===== config.mk =====
export PLATFORM = sky130hd
export DESIGN_NAME = op_decoder_pipe
export DESIGN_NICKNAME = d
export VERILOG_FILES = /design/src/rtl/op_decoder_pipe.sv
export SDC_FILE = /design/constraint.sdc
export NUM_CORES = 1
export LEC_CHECK = 0
export CORE_AREA = 5 5 42 44
export DETAILED_ROUTE_END_ITERATION = 12
export DIE_AREA = 0 0 47 49
export PLACE_DENSITY = 0.69
export SYNTH_ARGS = -nofsm -noshare
export SYNTH_HDL_FRONTEND = slang
export SYNTH_SLANG_ARGS = --single-unit

===== constraint.sdc =====
create_clock -name clk -period 3.55 [get_ports clk]
set_clock_uncertainty 0.15 [all_clocks]
set_input_delay 0.71 -clock clk [delete_from_list [all_inputs] [get_ports clk]]
set_output_delay 0.71 -clock clk [all_outputs]
set_load 0.02 [all_outputs]

===== src/rtl/op_decoder_pipe.sv =====
`default_nettype none
// ============================================================================
// op_decoder_pipe : registered one-hot opcode decoder, valid/ready handshake
// Rev 1.0
// ============================================================================
module op_decoder_pipe #(
  parameter int                      SEL_W      = 3,
  parameter logic [(2**SEL_W)-1:0]   LEGAL_MASK = '1
) (
  input  logic                    clk,
  input  logic                    rst,
  input  logic                    in_valid,
  output logic                    in_ready,
  input  logic                    enable,
  input  logic [SEL_W-1:0]        select,
  output logic                    out_valid,
  input  logic                    out_ready,
  output logic [(2**SEL_W)-1:0]   out,
  output logic                    illegal,
  output logic                    err_sticky,
  input  logic                    err_clr
);

  localparam int c_num_ops = 2**SEL_W;

  logic [c_num_ops-1:0] w_onehot;
  logic                 w_legal;
  logic                 w_dec_ill;
  logic                 w_accept;
  logic                 w_xfer;

  logic                 r_valid;
  logic [c_num_ops-1:0] r_out;
  logic                 r_illegal;
  logic                 r_err;

  assign in_ready  = !r_valid || out_ready;
  assign w_accept  = in_valid && in_ready;
  assign w_xfer    = r_valid && out_ready;
  assign w_legal   = LEGAL_MASK[select];
  assign w_dec_ill = enable && !w_legal;

  // Illegal opcodes gate every line, so the bus is zero or one-hot by construction.
  generate
    for (genvar gi = 0; gi < c_num_ops; gi++) begin : g_dec
      assign w_onehot[gi] = enable && w_legal && (select == SEL_W'(gi));
    end
  endgenerate

  always_ff @(posedge clk or posedge rst) begin
    if (rst) begin
      r_valid   <= 1'b0;
      r_out     <= '0;
      r_illegal <= 1'b0;
    end else if (w_accept) begin
      r_valid   <= 1'b1;
      r_out     <= w_onehot;
      r_illegal <= w_dec_ill;
    end else if (w_xfer) begin
      r_valid   <= 1'b0;
    end
  end

  // An illegal accept takes priority over a simultaneous clear.
  always_ff @(posedge clk or posedge rst) begin
    if (rst) begin
      r_err <= 1'b0;
    end else if (w_accept && w_dec_ill) begin
      r_err <= 1'b1;
    end else if (err_clr) begin
      r_err <= 1'b0;
    end
  end

  assign out_valid  = r_valid;
  assign out        = r_out;
  assign illegal    = r_illegal;
  assign err_sticky = r_err;

endmodule
`default_nettype wire


Word level (Yosys, flattened, before mapping)
Memory sizes are Yosys's and may differ from the RTL's.
Cells that the tools add are included.
Widths: inputs -> output; s select.
{"block": "word_totals", "reg_bits": 11, "input_bits": 9, "n_memories": 1, "romBits": 8}
{"name": "(no name shown)", "words": 8, "word_bits": 1, "read_ports": 1, "rd_ports_with_merged_regs": 0, "write_ports": 0, "line_no": "40", "rtl": "assign w_legal = LEGAL_MASK[select];"}
{"block": "op_classes", "n_reduce_logical": 19, "eq_ne": 7, "mux": 5, "n_lt_le_gt_ge": 1}
{"cell": "$logic_and 1x1->1", "n": 13}
{"cell": "$eq 3x3->1 const B", "n": 4}
{"cell": "$eq 3x2->1 const B", "n": 2}
{"cell": "$mux 1", "n": 5}
{"cell": "$lt 3x4->1 const B", "n": 1}
{"cell": "$reduce_bool 2->1", "n": 2}
{"cell": "$eq 3x1->1 const B", "n": 1}
{"cell": "$logic_not 3->1", "n": 1}
{"cell": "$logic_not 1->1", "n": 2}
{"cell": "$logic_or 1x1->1", "n": 1}

Depth between registers and ports, before layout
Gate-level depths: netlist (run 1).
{"block": "logic_depth", "ltp_word": 6, "ltp_mapped": 3, "ltp_nobuf": 3}

Least setup slack after synthesis (run 1)
Ideal clock, no wire load.
{"block": "synth_timing", "path_kind": "input to output", "from": "input port out_ready", "to": "output port in_ready", "n_path_buf": 0, "stages": 1, "arrival_time_ns": 0.871, "slack_ns": 1.819, "path_cell_list": "nand2b_4"}
{"block": "synth_between", "elab_chain_cells": 1}
{"element": "start: declaration", "line_no": "17", "rtl": "input logic out_ready,"}
{"element": "$logic_or 1x1->1", "line_no": "37", "rtl": "assign in_ready = !r_valid || out_ready;"}
{"element": "end: declaration", "line_no": "13", "rtl": "output logic in_ready,"}
Every way passes these cells.

Worst setup path in the final report (run 1)
Ends and elaborated chain as after synthesis.

==> results of run 1 <==
worst max-delay path, stage by stage:
cell,delay [ns]
clkdlybuf4s50_1,0.46
nand2b_4,0.14
clkdlybuf4s50_1,0.60
sequential cells by signal, indices dropped and copies added (netlist names):
signal	cells
out	8
out_valid	1
through the flow:
| step | instances | total power [mW] | hold slack, ns |
|---|---|---|---|
| after floorplan | 38 | 0.1430 | 0.3879 |
| after global placement | 69 | 0.1646 | 0.3479 |
| after detailed placement | 69 | 0.1654 | 0.3439 |
| after CTS | 73 | 0.2446 | 0.3621 |
| after global routing | 73 | 0.2514 | 0.3895 |
| final | 73 | 0.2427 | 0.3583 |
power by group:
group	internal [mW]	switching, mW
registers	0.108	0.00311
clock network	0.0434	0.0365
logic	0.0280	0.0240
total	0.179	0.0636
cell type report:
type / count / share of cell area
inverter: 1 / 0.005650
multi-input combinational: 26 / 0.3296
sequential: 9 / 0.3390
timing repair buffer: 17 / 0.2561
tap: 16 / 0.03013
clock buffer: 4 / 0.03955
worst paths after layout:
path,start,to,slack [ns],cells past startpoint
worst max-delay path,out_ready,in_ready,0.78,3
worst min-delay path,out[2]$_DFFE_PP0P_,out[2]$_DFFE_PP0P_,0.36,1
worst max register to register,out_valid$_DFFE_PP0P_,out[4]$_DFFE_PP0P_,2.35,3
worst min register to register,out[2]$_DFFE_PP0P_,out[2]$_DFFE_PP0P_,0.36,1
max in group asynchronous,rst,out[0]$_DFFE_PP0P_,2.45,2
min in group asynchronous,rst,out[2]$_DFFE_PP0P_,0.55,2
cells in the final DEF (no fill, tap or decap):
cell and instances:
clkbuf_1 1, clkbuf_4 3, clkdlybuf4s50_1 17, conb_1 2, dfrtp_1 9, inv_1 1
mux2_4 8, nand2_1 2, nand2_4 1, nand2b_1 3, nand2b_4 1, nor2_1 6
nor3_1 2, or2b_1 1
layer usage:
layer,global-route usage,vias to the layer above
met2,0.1154,15
li1,-,159
met5,0,-
met4,0.06912,0
met3,0.02583,4
met1,0.1000,154
logic make-up (layout without fill, tap and decap cells):
family,Yosys count,in the layout,synth area share
simple gates,16,16,0.1989
mux,8,8,0.2616
other cells,1,2,0.008167
flops,9,9,0.4905
buf+inv,3,22,0.04085
==> results.md, run 1 <==
* Status: finished, final reports clean
* Vias/cell at 4.548
* Vias in the first global route at 320
* Final Cycle Share at 0.7814
* Site Rows at 14
* Min setup slack post-route at 0.7760 ns
* Final min period at 2.774 ns
* Die X at 47 um
* Worst path required time at 2.69 ns
* TritonCTS Buffers at 3
* Synthesized flop and latch total at 9
* Longest Clk Path Bufs at 2
* Top-count cell post-synth: dfrtp_1
* CTS tree: done
* Post-route ant nets at 0
* Die ar. at 0.002303 mm^2
* Setup bufs post-CTS at 0
* Drt pass-1 iters at 4
* Placed inst area at 638.1 um^2
* Register area share after synthesis at 0.4905
* Share of cells above drive strength 1 at 0.2281
* Leakage power at roughly 0.32 nW
* Crit path kind: primary input to output port
* Final Hold Viols at 0
* WL met3 at 73 um
* # diodes at 0
* Pwr Density at 365.3 mW/mm^2
* GPL Wtd Cong at 0.6685
* Worst skew pair latency at 0.26 ns
* DRT met1 WL at 358 um
* Die Ht at around 50 um
* Synth Warn # at 0
* Gr ovfl total at 0
* # resized after CTS at 0
* DR iter-0 viols at 5
* Yosys top cell area share at 0.4905
* Area of the multi-input gates at around 220 um^2
* Routed WL at roughly 820 um
* Initial Utilization at 0.3277
* Max FO, Critical Path at 3
* Place WS at 0.7794 ns
* F_max at 360.5 MHz
* Max layer used: met4
* Post-synth EDFFs at 0
* Clock sinks at 9
* Clock slew at reported path FFs at 0.06 ns
* # nets final at 67
* Largest net degree at the start of global routing at 10
* Synth top area cells: dfrtp_1 (49%), mux2_4 (26%), nor2_1 (4.9%)
* Max-cap viol count at 0
* Drt drc at 0
* Filler cells at around 140
* Synth Cell Area at 459.2 um^2
* Synth top cells by count: dfrtp_1 (9), mux2_4 (8), nor2_1 (6)
* IO Pins at 21
* Initial antenna violation count at 0
* Synth Flop Type: dfrtp_1
* First-pass GRT wire length at 1373 um
* Worst path arrival time at 1.91 ns
* P&R area growth vs syn at 44.69%
* Total track usage at 0.08327
* Synth Instances at 37
* Dpl hpwl at 645.4 um
* Critical Path End Type: output port
* Setup violators final at 0
* Routed WL per cell at 11.29 um
* RSZ-0062 raised after global routing: no
* VDD IR-drop max at 0.1681 mV
* Vias at 332
* Design area at 664.4 um^2
* CTS Root Cell: clkbuf_4
* Port Buf Inserts at 17
* Core Footprint at 0.001401 mm^2
* Post-layout util at 0.4741
* Cell variety after synth at 12
* Metal2 WL at 365 um
* Startpoint types: primary input
* Tightest Hold Check Type: flip-flop to flip-flop
* H-tree lvl count at 1
* Hold buffer count at cts at 0
* Setup TNS at 0 ns
* Area leader, netlist: dfrtp_1
* Share of synthesized registers carrying an async set or reset at 1.000
* Mapped Avg Cell Area at 12.41 um^2
* Reg area at 225.2 um^2
* Max Slew Vio Count at 0
Note: power is estimated with default switching activity, not from simulation.
==> run 2: changes to the inputs <==
- clock period: 3.55 -> 2.7 ns (I/O delays scaled with it)
==> results.md, run 2 (synthesized netlist as in run 1, its figures left out) <==
* Status: finished, final reports clean
* Die Ht at 49 um (unchanged)
* Comb power frac at 0.214 (about the same)
* Most frequent cells in the layout: clkdlybuf4s50_1 (17), dfrtp_1 (9), mux2_4 (8), nor2_1 (6)
* Sw Pwr at 0.08628 mW (+36%)
* Final Hold Viols at 0 (unchanged)
* Startpoint types: primary input
* Die X at 47 um (unchanged)
* Crit path cell chain: clkdlybuf4s50_1, nand2b_4, clkdlybuf4s50_1
* Crit path kind: primary input to output port
* # diodes at 0 (unchanged)
* Die ar. at 0.002303 mm^2 (unchanged)
* Clock slew at reported path FFs at 0.06 ns (about the same)
* Internal at 0.2332 mW (+30%)
* Sequential share of power at 0.457 (about the same)
* Final min period at 2.434 ns
* Filler cells at 146 (+1.4%)
* Total track usage at 0.08399 (+0.0007117)
* CTS tree: done
* Routed WL per cell at 11.47 um (+1.6%)
* Clock share of power at 0.329 (about the same)
* Port Buf Inserts at 17 (unchanged)
* CP Buf/Inv Count at 2 (unchanged)
* Vias in the first global route at 330 (+3.1%)
* Commonest non-fill, non-tap cell in the layout: clkdlybuf4s50_1
* Min setup slack post-route at 0.2660 ns (-0.5100 ns)
* # resized after CTS at 0 (unchanged)
* Crit-path max cell delay at 0.60 ns (about the same)
* Leakage power at 0.3221 nW (+0.85%)
* Pwr Density at 479.9 mW/mm^2 (+31%)
* Site Rows at 14 (unchanged)
* Hold buffer count at cts at 0 (unchanged)
* First-pass GRT wire length at 1366 um (-0.51%)
* Final Cycle Share at 0.9015
* Top delay family on crit path: buffers and inverters
* Worst skew pair latency at 0.26 ns (about the same)
* Max reg flops at 8 (unchanged)
* Max Slew Vio Count at 0 (unchanged)
* Crit path max-delay cell type: clkdlybuf4s50_1
* Routed WL at 837 um (+1.6%)
* Setup bufs post-CTS at 0 (unchanged)
* Dpl hpwl at 672.4 um (+4.2%)
* Switching Share at 0.2701 (+0.007932)
* Vias/cell at 4.438 (-2.4%)
* Max FO, Critical Path at 3 (unchanged)
* Core Footprint at 0.001401 mm^2 (unchanged)
* Drt pass-1 iters at 4 (unchanged)
* P&R area growth vs syn at 44.96%
* Worst path arrival time at 1.74 ns (-0.17 ns)
* Place WS at 0.2707 ns (-0.5086 ns)
* CTS Root Cell: clkbuf_4
* Longest Clk Path Bufs at 2 (unchanged)
* Initial antenna violation count at 0 (unchanged)
* H-tree lvl count at 1 (unchanged)
* Post-route ant nets at 0 (unchanged)
* Initial Utilization at 0.3277 (unchanged)
* IO Pins at 21 (unchanged)
* Max-cap viol count at 0 (unchanged)
* Post-layout util at 0.4750 (+0.0008930)
* Drt drc at 0 (unchanged)
* Tightest Hold Check Type: flip-flop to flip-flop
* VDD IR-drop max at 0.2219 mV (+32%)
* Worst path required time at 2.01 ns (-0.68 ns)
* RSZ-0062 raised after global routing: no
* GPL Wtd Cong at 0.6741 (+0.84%)
* Critical Path End Type: output port
* Top cell by count, worst path: clkdlybuf4s50_1
* Setup violators final at 0 (unchanged)
* # nets final at 67 (unchanged)
* Vias at 324 (-2.4%)
* Gr ovfl total at 0 (unchanged)
* DR iter-0 viols at 7 (+2)
* Largest net degree at the start of global routing at 10 (unchanged)
* Share of cells above drive strength 1 at 0.2456 (+0.01754)
* F_max at 410.8 MHz
* TritonCTS Buffers at 3 (unchanged)
* Setup TNS at 0 ns (unchanged)
* Clock sinks at 9 (unchanged)
[run 2: final cells by class]
| cell class | count | area, um^2 | area share |
|---|---|---|---|
| Tap cell | 16 | 20.02 | 0.03008 |
| Multi-Input combinational cell | 26 | 219.0 | 0.3289 |
| Inverter | 1 | 3.754 | 0.005639 |
| Clock buffer | 3 | 22.52 | 0.03383 |
| Timing Repair Buffer | 17 | 170.2 | 0.2556 |
| Clock inverter | 1 | 5.005 | 0.007519 |
| Sequential cell | 9 | 225.2 | 0.3383 |
[run 2: routing by layer]
layer | wire, um | track usage | vias up
li1 | - | - | 156
met4 | 16 | 0.06912 | 0
met3 | 67 | 0.02214 | 2
met2 | 399 | 0.1222 | 15
met5 | 0 | 0 | -
met1 | 353 | 0.09773 | 151
[run 2: metrics by stage]
step,cells,area [um^2],hold WS (ns),total power [mW]
2_1_floorplan,38,462.9,0.2179,0.1880
3_3_place_gp,69,638.1,0.3484,0.2164
3_5_place_dp,69,638.1,0.3484,0.2177
4_1_cts,73,665.6,0.3686,0.3237
5_1_grt,73,665.6,0.3860,0.3325
6_report,73,665.6,0.3627,0.3194
[run 2: final timing paths]
path,cells past startpoint,start,end,slack (ns)
worst min-delay path,1,out[4]$_DFFE_PP0P_,out[4]$_DFFE_PP0P_,0.36
worst min register to register,1,out[4]$_DFFE_PP0P_,out[4]$_DFFE_PP0P_,0.36
max in group asynchronous,2,rst,out[0]$_DFFE_PP0P_,1.78
worst max-delay path,3,out_ready,in_ready,0.27
min in group asynchronous,2,rst,out_valid$_DFFE_PP0P_,0.38
worst max register to register,3,out_valid$_DFFE_PP0P_,out[4]$_DFFE_PP0P_,1.50
[run 2: worst reg2reg max path, delay by kind of cell, from the launching register on]
kind	cells	cell delay, ns
muxes	1	0.32
DFF	1	0.39
and+or+nand+nor	2	0.24
[run 2: power groups by stage]
stage	Clock, mW	Sequential (mW)	Combinational, mW
after floorplan	0	0.156	0.0315
after global placement	0	0.148	0.0680
after detailed placement	0	0.149	0.0691
after CTS	0.108	0.146	0.0695
after global routing	0.112	0.147	0.0734
final	0.105	0.146	0.0685
==> run 3: changes to the inputs <==
- SLEW_MARGIN: default -> 20
==> results of run 3 <==
The final DEF is identical to that of run 2; final timing and power are the same.
